==> config.mk <==
export PLATFORM = sky130hd
export DESIGN_NAME = dac_setup_sequencer
export DESIGN_NICKNAME = d
export VERILOG_FILES = /design/src/rtl/laser_dac_pkg.sv /design/src/rtl/dac_setup_sequencer_spi_word_tx.sv /design/src/rtl/dac_setup_sequencer.sv
export SDC_FILE = /design/constraint.sdc
export NUM_CORES = 1
export LEC_CHECK = 0
export ABC_AREA = 1
export BUFFER_PORTS_ARGS = -buffer_cell sky130_fd_sc_hd__buf_4
export CAP_MARGIN = 20
export CORE_MARGIN = 8
export CORE_UTILIZATION = 60
export CTS_CLUSTER_DIAMETER = 200
export DETAILED_ROUTE_END_ITERATION = 16
export HOLD_SLACK_MARGIN = 0.05
export PLACE_DENSITY = 0.88
export SETUP_SLACK_MARGIN = 0.05
export SYNTH_ARGS = -nofsm -noshare
export SYNTH_HDL_FRONTEND = slang
export SYNTH_SLANG_ARGS = --single-unit
==> constraint.sdc <==
create_clock -name clk -period 4.27 [get_ports clk]
set_clock_uncertainty 0.2 [all_clocks]
set_input_delay 0.2135 -clock clk [delete_from_list [all_inputs] [get_ports clk]]
set_output_delay 0.2135 -clock clk [all_outputs]
set_load 0.01 [all_outputs]
==> src/rtl/laser_dac_pkg.sv <==
// Shared types and constants for the galvo DAC setup path: FSM states,
// DAC command prefixes and the power-up configuration ROM.
package laser_dac_pkg;

    typedef enum logic [2:0] {
        ST_IDLE,
        ST_FRAME,
        ST_TAIL,
        ST_GAP,
        ST_DONE
    } seq_state_e;

    localparam int unsigned CFG_WORD_BITS = 24;
    typedef logic [CFG_WORD_BITS-1:0] cfg_word_t;

    // Command/address byte in the top 8 bits of each 24-bit DAC word
    localparam logic [7:0] CMD_SW_RESET = 8'h28;
    localparam logic [7:0] CMD_INT_REF  = 8'h38;
    localparam logic [7:0] CMD_POWER_UP = 8'h20;
    localparam logic [7:0] CMD_LOAD_ALL = 8'h1F;

    localparam int unsigned CFG_NUM_WORDS = 4;
    localparam int unsigned CFG_IDX_W     = $clog2(CFG_NUM_WORDS);

    // Element 0 is sent first
    localparam cfg_word_t [CFG_NUM_WORDS-1:0] CFG_ROM = {
        {CMD_LOAD_ALL, 16'h8000},
        {CMD_POWER_UP, 16'h000F},
        {CMD_INT_REF,  16'h0001},
        {CMD_SW_RESET, 16'h0001}
    };

    function automatic cfg_word_t cfg_word(input logic [7:0] idx);
        cfg_word_t w;
        w = '0;
        if (idx < 8'(CFG_NUM_WORDS)) begin
            w = CFG_ROM[idx[CFG_IDX_W-1:0]];
        end
        return w;
    endfunction

endpackage

==> src/rtl/dac_setup_sequencer_spi_word_tx.sv <==
// One chip-select frame of the 3-wire DAC link: MSB-first shift, data
// launched on sclk rise, followed by a one-half-period cs_n tail.
module spi_word_tx
    import laser_dac_pkg::*;
#(
    parameter int unsigned CLK_DIV   = 4,
    parameter int unsigned WORD_BITS = 24
) (
    input  logic                 clk,
    input  logic                 reset,
    input  logic                 load_c,
    input  logic [WORD_BITS-1:0] word,
    output logic                 busy,
    output logic                 word_done_c,
    output logic                 frame_end_c,
    output logic                 sclk,
    output logic                 mosi,
    output logic                 cs_n
);

    localparam int unsigned DIV_W = (CLK_DIV > 1) ? $clog2(CLK_DIV) : 1;
    localparam int unsigned BIT_W = (WORD_BITS > 1) ? $clog2(WORD_BITS) : 1;

    seq_state_e           state_q, state_d;
    logic [DIV_W-1:0]     div_q, div_d;
    logic [BIT_W-1:0]     bit_q, bit_d;
    logic [WORD_BITS-1:0] sh_q, sh_d;
    logic                 sclk_q, sclk_d;
    logic                 mosi_q, mosi_d;
    logic                 cs_n_q, cs_n_d;
    logic                 busy_q, busy_d;
    logic                 half_end_c;

    assign half_end_c = (div_q == DIV_W'(CLK_DIV - 1));

    always_comb begin
        state_d     = state_q;
        div_d       = div_q;
        bit_d       = bit_q;
        sh_d        = sh_q;
        sclk_d      = sclk_q;
        mosi_d      = mosi_q;
        cs_n_d      = cs_n_q;
        busy_d      = busy_q;
        word_done_c = 1'b0;
        frame_end_c = 1'b0;
        case (state_q)
            ST_IDLE: begin
                if (load_c) begin
                    state_d = ST_FRAME;
                    sh_d    = word;
                    div_d   = '0;
                    bit_d   = '0;
                    sclk_d  = 1'b0;
                    mosi_d  = 1'b0;
                    cs_n_d  = 1'b0;
                    busy_d  = 1'b1;
                end
            end
            ST_FRAME: begin
                if (half_end_c) begin
                    div_d  = '0;
                    sclk_d = ~sclk_q;
                    if (!sclk_q) begin
                        mosi_d = sh_q[WORD_BITS-1];
                    end else begin
                        // DAC has sampled this bit on the falling edge
                        sh_d = sh_q << 1;
                        if (bit_q == BIT_W'(WORD_BITS - 1)) begin
                            state_d     = ST_TAIL;
                            bit_d       = '0;
                            frame_end_c = 1'b1;
                        end else begin
                            bit_d = bit_q + BIT_W'(1);
                        end
                    end
                end else begin
                    div_d = div_q + DIV_W'(1);
                end
            end
            ST_TAIL: begin
                if (half_end_c) begin
                    state_d     = ST_IDLE;
                    div_d       = '0;
                    cs_n_d      = 1'b1;
                    mosi_d      = 1'b0;
                    busy_d      = 1'b0;
                    word_done_c = 1'b1;
                end else begin
                    div_d = div_q + DIV_W'(1);
                end
            end
            default: begin
                state_d = ST_IDLE;
            end
        endcase
    end

    always_ff @(posedge clk) begin
        if (reset) begin
            state_q <= ST_IDLE;
            div_q   <= '0;
            bit_q   <= '0;
            sh_q    <= '0;
            sclk_q  <= 1'b0;
            mosi_q  <= 1'b0;
            cs_n_q  <= 1'b1;
            busy_q  <= 1'b0;
        end else begin
            state_q <= state_d;
            div_q   <= div_d;
            bit_q   <= bit_d;
            sh_q    <= sh_d;
            sclk_q  <= sclk_d;
            mosi_q  <= mosi_d;
            cs_n_q  <= cs_n_d;
            busy_q  <= busy_d;
        end
    end

    assign busy = busy_q;
    assign sclk = sclk_q;
    assign mosi = mosi_q;
    assign cs_n = cs_n_q;

endmodule

==> src/rtl/dac_setup_sequencer.sv <==
// Streams the configuration ROM to the galvo DAC after setup_start, then
// flags setup_done. SETUP_LASER_INTERLOCK_EN adds the laser_en interlock.
module dac_setup_sequencer
    import laser_dac_pkg::*;
#(
    parameter int unsigned CLK_DIV    = 4,
    parameter int unsigned WORD_BITS  = 24,
    parameter int unsigned NUM_WORDS  = 4,
    parameter int unsigned GAP_CYCLES = 8
) (
    input  logic clk,
    input  logic reset,
    input  logic setup_start,
`ifdef SETUP_LASER_INTERLOCK_EN
    input  logic laser_en_req,
    output logic laser_en,
`endif
    output logic dac_sclk,
    output logic dac_cs_n,
    output logic dac_mosi,
    output logic setup_busy,
    output logic setup_done
);

    localparam int unsigned IDX_W = (NUM_WORDS > 1) ? $clog2(NUM_WORDS) : 1;
    localparam int unsigned GAP_W = (GAP_CYCLES > 1) ? $clog2(GAP_CYCLES) : 1;

    seq_state_e           state_q, state_d;
    logic [IDX_W-1:0]     word_idx_q, word_idx_d;
    logic [GAP_W-1:0]     gap_cnt_q, gap_cnt_d;
    logic                 busy_q, busy_d;
    logic                 done_q, done_d;
    logic                 start_ok_c, gap_end_c, last_word_c, load_c;
    logic [IDX_W-1:0]     load_idx_c;
    logic [WORD_BITS-1:0] load_word_c;
    logic                 tx_busy, frame_end_c, word_done_c;

    // A start pulse is honoured only when no sequence is in flight
    assign start_ok_c  = setup_start && (state_q == ST_IDLE || state_q == ST_DONE);
    assign gap_end_c   = (state_q == ST_GAP) && (gap_cnt_q == GAP_W'(GAP_CYCLES - 1)) && !tx_busy;
    assign last_word_c = (word_idx_q == IDX_W'(NUM_WORDS - 1));
    assign load_c      = start_ok_c || (gap_end_c && !last_word_c);
    assign load_idx_c  = start_ok_c ? '0 : word_idx_q + IDX_W'(1);
    assign load_word_c = WORD_BITS'(cfg_word(8'(load_idx_c)));

    always_comb begin
        state_d    = state_q;
        word_idx_d = word_idx_q;
        gap_cnt_d  = gap_cnt_q;
        busy_d     = busy_q;
        done_d     = done_q;
        case (state_q)
            ST_IDLE, ST_DONE: begin
                if (start_ok_c) begin
                    state_d    = ST_FRAME;
                    word_idx_d = '0;
                    gap_cnt_d  = '0;
                    busy_d     = 1'b1;
                    done_d     = 1'b0;
                end
            end
            ST_FRAME: begin
                if (frame_end_c) begin
                    state_d = ST_TAIL;
                end
            end
            ST_TAIL: begin
                if (word_done_c) begin
                    state_d   = ST_GAP;
                    gap_cnt_d = '0;
                end
            end
            ST_GAP: begin
                if (gap_end_c) begin
                    gap_cnt_d = '0;
                    if (last_word_c) begin
                        state_d = ST_DONE;
                        busy_d  = 1'b0;
                        done_d  = 1'b1;
                    end else begin
                        state_d    = ST_FRAME;
                        word_idx_d = load_idx_c;
                    end
                end else begin
                    gap_cnt_d = gap_cnt_q + GAP_W'(1);
                end
            end
            default: begin
                state_d = ST_IDLE;
            end
        endcase
    end

    always_ff @(posedge clk) begin
        if (reset) begin
            state_q    <= ST_IDLE;
            word_idx_q <= '0;
            gap_cnt_q  <= '0;
            busy_q     <= 1'b0;
            done_q     <= 1'b0;
        end else begin
            state_q    <= state_d;
            word_idx_q <= word_idx_d;
            gap_cnt_q  <= gap_cnt_d;
            busy_q     <= busy_d;
            done_q     <= done_d;
        end
    end

    spi_word_tx #(
        .CLK_DIV   (CLK_DIV),
        .WORD_BITS (WORD_BITS)
    ) u_tx (
        .clk         (clk),
        .reset       (reset),
        .load_c      (load_c),
        .word        (load_word_c),
        .busy        (tx_busy),
        .word_done_c (word_done_c),
        .frame_end_c (frame_end_c),
        .sclk        (dac_sclk),
        .mosi        (dac_mosi),
        .cs_n        (dac_cs_n)
    );

    assign setup_busy = busy_q;
    assign setup_done = done_q;

`ifdef SETUP_LASER_INTERLOCK_EN
    logic laser_en_q, laser_en_d;

    always_comb begin
        laser_en_d = laser_en_req & done_q;
    end

    always_ff @(posedge clk) begin
        if (reset) begin
            laser_en_q <= 1'b0;
        end else begin
            laser_en_q <= laser_en_d;
        end
    end

    assign laser_en = laser_en_q;
`endif

endmodule
* Yosys cells after proc, flatten, opt, wreduce, memory -nomap -nowiden *
Index checks and enable logic that the tools add are counted.
W data, S select, Z words.

word-level totals
  input port bits = 3
  word-level logic and storage cells = 129
  register bits = 48
  output and inout bits = 5

cells by class
  add/sub/neg operators = 4
  multiplexer cells = 60
  reduce and logical (&&, ||, !) cells = 28
  bitwise gates (word level) = 1
  $lt $le $gt $ge = 1
  equal/unequal tests = 22

operators with widths
  kind                   number
  $mux W24               4
  $bmux W24 S2           1
  $pmux W24 S2           1
  $mux W3                13
  $mux W5                4
  $mux W1                19
  $pmux W3 S3            2
  $reduce_and A4 Y1      4
  $ne A2 B2 Y1 const B   7
  $mux W2                6
  $pmux W3 S4            1
  $ne A2 B1 Y1 const B   5
  $pmux W1 S2            5
  $pmux W5 S2            1
  $reduce_and A5 Y1      2
  $eq A3 B2 Y1 const B   3
  $reduce_and A3 Y1      3
  $pmux W2 S2            2
  $reduce_bool A2 Y1     4
  $eq A3 B1 Y1 const B   2
  $eq A3 B3 Y1 const B   2
  $logic_not A3 Y1       2
  $reduce_bool A3 Y1     2
  $add A5 B1 Y5 const B  1
  12 further kinds       20

* Depth between registers and ports, before layout *
  depth after elaboration = 8
  depth in mapped cells = 11
  depth with buffers taken out = 10

* Modules after synthesis *
A second synthesis with hierarchy kept.

second synthesis, totals
  cell total of the unflattened synthesis = 403
  area, all modules = 2519.9 um^2

modules (own cells, without submodules)
  module               seq. area each (um^2)  area each (um^2)  times used  cells each
  spi_word_tx          740.7                  1901.8            1           300
  dac_setup_sequencer  200.2                  618.1             1           103

* Worst setup path before layout *
Ideal clock, no wire load.

  path type = register -> register
  start = reg u_tx.state_q[1]
  end = reg u_tx.bit_q[0]
  stages on the path, launching flop included = 9
  clock period less this slack = 1.794 ns
  arrival time = 1.480 ns
  buffers on the path = 2
  setup slack = 2.476 ns
  data required time = 3.956 ns
  setup time = 0.114 ns
  cells stage by stage = dfxtp_1 inv_1 ha_1 buf_2 o21ai_2 nand3_2 buf_2 a21oi_1 nor2_1

on the way
  longest elaborated chain between the ends = 3
  elaborated cells between the ends (all ways) = 8
  classes of those cells = 4 x eq/ne; 1 x mux; 3 x reduce/logical

ends and longest elaborated chain
  element                                                  RTL line                                text
  start: declaration                                       dac_setup_sequencer_spi_word_tx.sv:24   seq_state_e state_q, state_d;
  start signal: assignment                                 dac_setup_sequencer_spi_word_tx.sv:110  state_q <= state_d;
  $eq A3 B1 Y1 / $logic_not A3 Y1 (equally long branches)  dac_setup_sequencer_spi_word_tx.sv:47   case (state_q)
  $ne A2 B1 Y1 (no line) (tied with other cells)           n/a
  $reduce_and A4 Y1 (no line)                              n/a
  end signal: assignment                                   dac_setup_sequencer_spi_word_tx.sv:112  bit_q <= bit_d;
  end: declaration                                         dac_setup_sequencer_spi_word_tx.sv:26   logic [BIT_W-1:0] bit_q, bit_d;

Several ways; a longest one is shown, not always the timed one.
A chain may end at the register's enable or synchronous reset.

* Worst setup path after layout *
  start = reg u_tx.state_q[1]
  end = reg u_tx.sh_q[19]

on the way
  longest elaborated chain between the ends = 3
  elaborated cells between the ends (all ways) = 8
  classes of those cells = 4 x eq/ne; 1 x mux; 3 x reduce/logical

ends and longest elaborated chain
  element                                                  RTL line                                text
  $eq A3 B1 Y1 / $logic_not A3 Y1 (equally long branches)  dac_setup_sequencer_spi_word_tx.sv:47
  $ne A2 B1 Y1 (no line) (tied with other cells)           n/a
  $reduce_and A4 Y1 (no line)                              n/a
  end signal: assignment                                   dac_setup_sequencer_spi_word_tx.sv:104  sh_q <= '0;
  end signal: assignment                                   dac_setup_sequencer_spi_word_tx.sv:113  sh_q <= sh_d;
  end: declaration                                         dac_setup_sequencer_spi_word_tx.sv:27   logic [WORD_BITS-1:0] sh_q, sh_d;

Several ways; a longest one is shown, not always the timed one.

==> metrics.txt <==
H-tree depth 2; Netlist Area Pre-Place 2440 um^2; GRT overflow 0; R2R Path Start u_tx.state_q[1]$_SDFFE_PP0P_; commonest non-fill, non-tap cell in the layout nand2_1; Mapped Nets 382; drc violations 0; worst hold path class in -> reg; Warnings, synthesis 0; initial antenna violation count 0; # resized after CTS 0; vias 2,191; Routed Antenna Nets 0; pins over their slew limit 0; CTS tree yes; CP endpoint kind register; fin crit share 71.2%; NumNets Final 380; Final Instance Area 2550 um^2; Worst Tran Pin Value 0.749 ns; Hold Vio Cnt, Final 0; worst slack at placement 1.27 ns; R2R depth 7; TNS Setup 0 ns; crit path DAT 3.03 ns; placed cell area 2470 um^2; FF-to-FF setup slack 1.23 ns; Cells after Synth 370; Die ar. 6370 um^2; Pwr Density 651 nW/um^2; CP Data Required Time 4.26 ns; Fillers 371; maxcap violations 0; commonest cells after routing, fill and taps aside 106 x nand2_1, 53 x inv_1, 47 x dfxtp_1; Initial Util 61.5%; crit start category register; FF/Latch Area 941 um^2; Total Routing Usage GR 15.9%; via-per-instance ratio 5.23; Die X 79.8 um; CTS buffer count 5; largest net degree at the start of global routing 42; Worst-Skew Late Latency 0.30 ns; Hold Startpoint reset; Seq/Total Area, Yosys 38.5%; worst relative slew slack 50.0%; r2r endpoint u_tx.sh_q[19]$_SDFFE_PP0P_; Setup Viol. Count Final 0; WHS 0.0896 ns; vias in the first global route 2,010; multi-input logic area 1200 um^2; routed length per instance 11.5 um; diode count 0; min Tclk post-route 3.04 ns; Layout Cells excl Fill 419; setup repair bufs after CTS 0; flops & latches, synth 47; Post-Route WL 4.82 mm; Static Leak 1.23 nW; final HPWL from detailed placement 3.31 mm; Max Buffers Root-to-Sink 2; total power 1.66 mW; port bufs 7; TritonCTS Sinks 47; maximum VDD drop 439 uV; status complete, no violations; CP Class reg -> reg; critical path startpoint u_tx.state_q[1]$_SDFFE_PP0P_; CTS Root Cell clkbuf_8; P&R area growth vs syn 4.51%; global placement routability congestion 0.821; 1st-iter DRT viols 164; post-cts hold buffer count 0; global-route wire length before repair 8.33 mm; Final WS setup 1.23 ns; Pre-antenna DRT Iters 4; Worst-path clk slew 0.08 ns; # rows 23; RSZ-0062 raised after global routing false; CP endpoint u_tx.sh_q[19]$_SDFFE_PP0P_; layout cell share with drive strength beyond 1 5.42%; Max FO, Critical Path 41; library cells used by synthesis 23; Finished Core Util 64.3%; Placeable Area 3970 um^2; Avg Inst Size Synth 6.60 um^2; fmax 0.329 GHz; Die Y 79.8 um; IO Count 8; placed cell count 411
==> worst max-delay path, cell delays in order (launching register included) <==
cell and delay, ns:
dfxtp_1 0.39, inv_1 0.08, ha_1 0.27, buf_4 0.24
o21ai_2 0.62, nand3_2 0.72, a21oi_1 0.36, nor2_1 0.06
==> where the power goes <==
group	internal, mW	switching [mW]	leakage (nW)
logic	0.237	0.585	0.801
registers	0.534	0.0469	0.383
clock network	0.115	0.144	0.0422
total	0.886	0.775	1.23
==> flip-flops by register name, summed over array words and instances (netlist names) <==
name and flops:
u_tx.mosi 1, u_tx.div_q 2, setup_done 1, u_tx.cs_n 1, u_tx.bit_q 5, u_tx.state_q 2
setup_busy 1, u_tx.sclk 1, u_tx.sh_q 24, state_q 3, word_idx_q 2, u_tx.busy 1
gap_cnt_q 3
==> Yosys cell counts <==
cell type,number,share of area [%]
clkbuf_1,7,1.1
a21oi_1,35,7.2
nor2_4,1,0.46
buf_1,1,0.15
inv_1,53,8.1
ha_1,9,4.6
nand2_2,1,0.26
nand4_1,24,6.1
and2_1,1,0.26
o21ai_0,15,3.1
dfxtp_1,47,39
clkinv_1,1,0.15
a211oi_1,1,0.31
o21ai_2,1,0.36
nand2_1,106,16
nor3_1,3,0.61
nor2_1,40,6.1
buf_4,1,0.31
o22ai_1,1,0.26
nand3_1,11,2.3
nand3_2,2,0.82
buf_2,6,1.2
buf_6,3,1.4
==> layout make-up <==
cell class,count,area share [%]
clock inverters,1,0.196
inverters,54,7.94
clock buffers,7,2.99
repair buffers,9,2.65
well taps,50,2.45
multi-input cells,251,46.9
flip-flops and latches,47,36.9
==> cells by family (layout without fill, tap and decap cells) <==
kind of cell	Yosys count	in the layout	share of synthesized area (%)
buffers and inverters	72	71	12.4
AOI/OAI and AO/OA	53	53	11.2
DFF	47	47	38.5
adders and majority gates	9	9	4.61
and+or+nand+nor	189	189	33.2
==> per-layer routing <==
layer	up-vias	track usage (%)	share of wire, %
met5	-	0	0
met4	0	7.64	1.2
met3	7	3.83	4.5
met2	43	26.2	47
met1	974	18.8	47
li1	1167	-	-
==> worst min-delay path by stage <==
stage | to | slack [ns] | cells past startpoint
final | gap_cnt_q[0]$_SDFFE_PP0P_ | 0.09 | 2
after global routing | gap_cnt_q[0]$_SDFFE_PP0P_ | 0.09 | 2
after CTS | gap_cnt_q[0]$_SDFFE_PP0P_ | 0.09 | 2
after detailed placement | u_tx.cs_n$_SDFFE_PP1P_ | 0.25 | 2
after global placement | u_tx.cs_n$_SDFFE_PP1P_ | 0.24 | 2
after floorplan | u_tx.sh_q[22]$_SDFFE_PP0P_ | 0.24 | 2
Note: power is estimated with default switching activity, not from simulation.
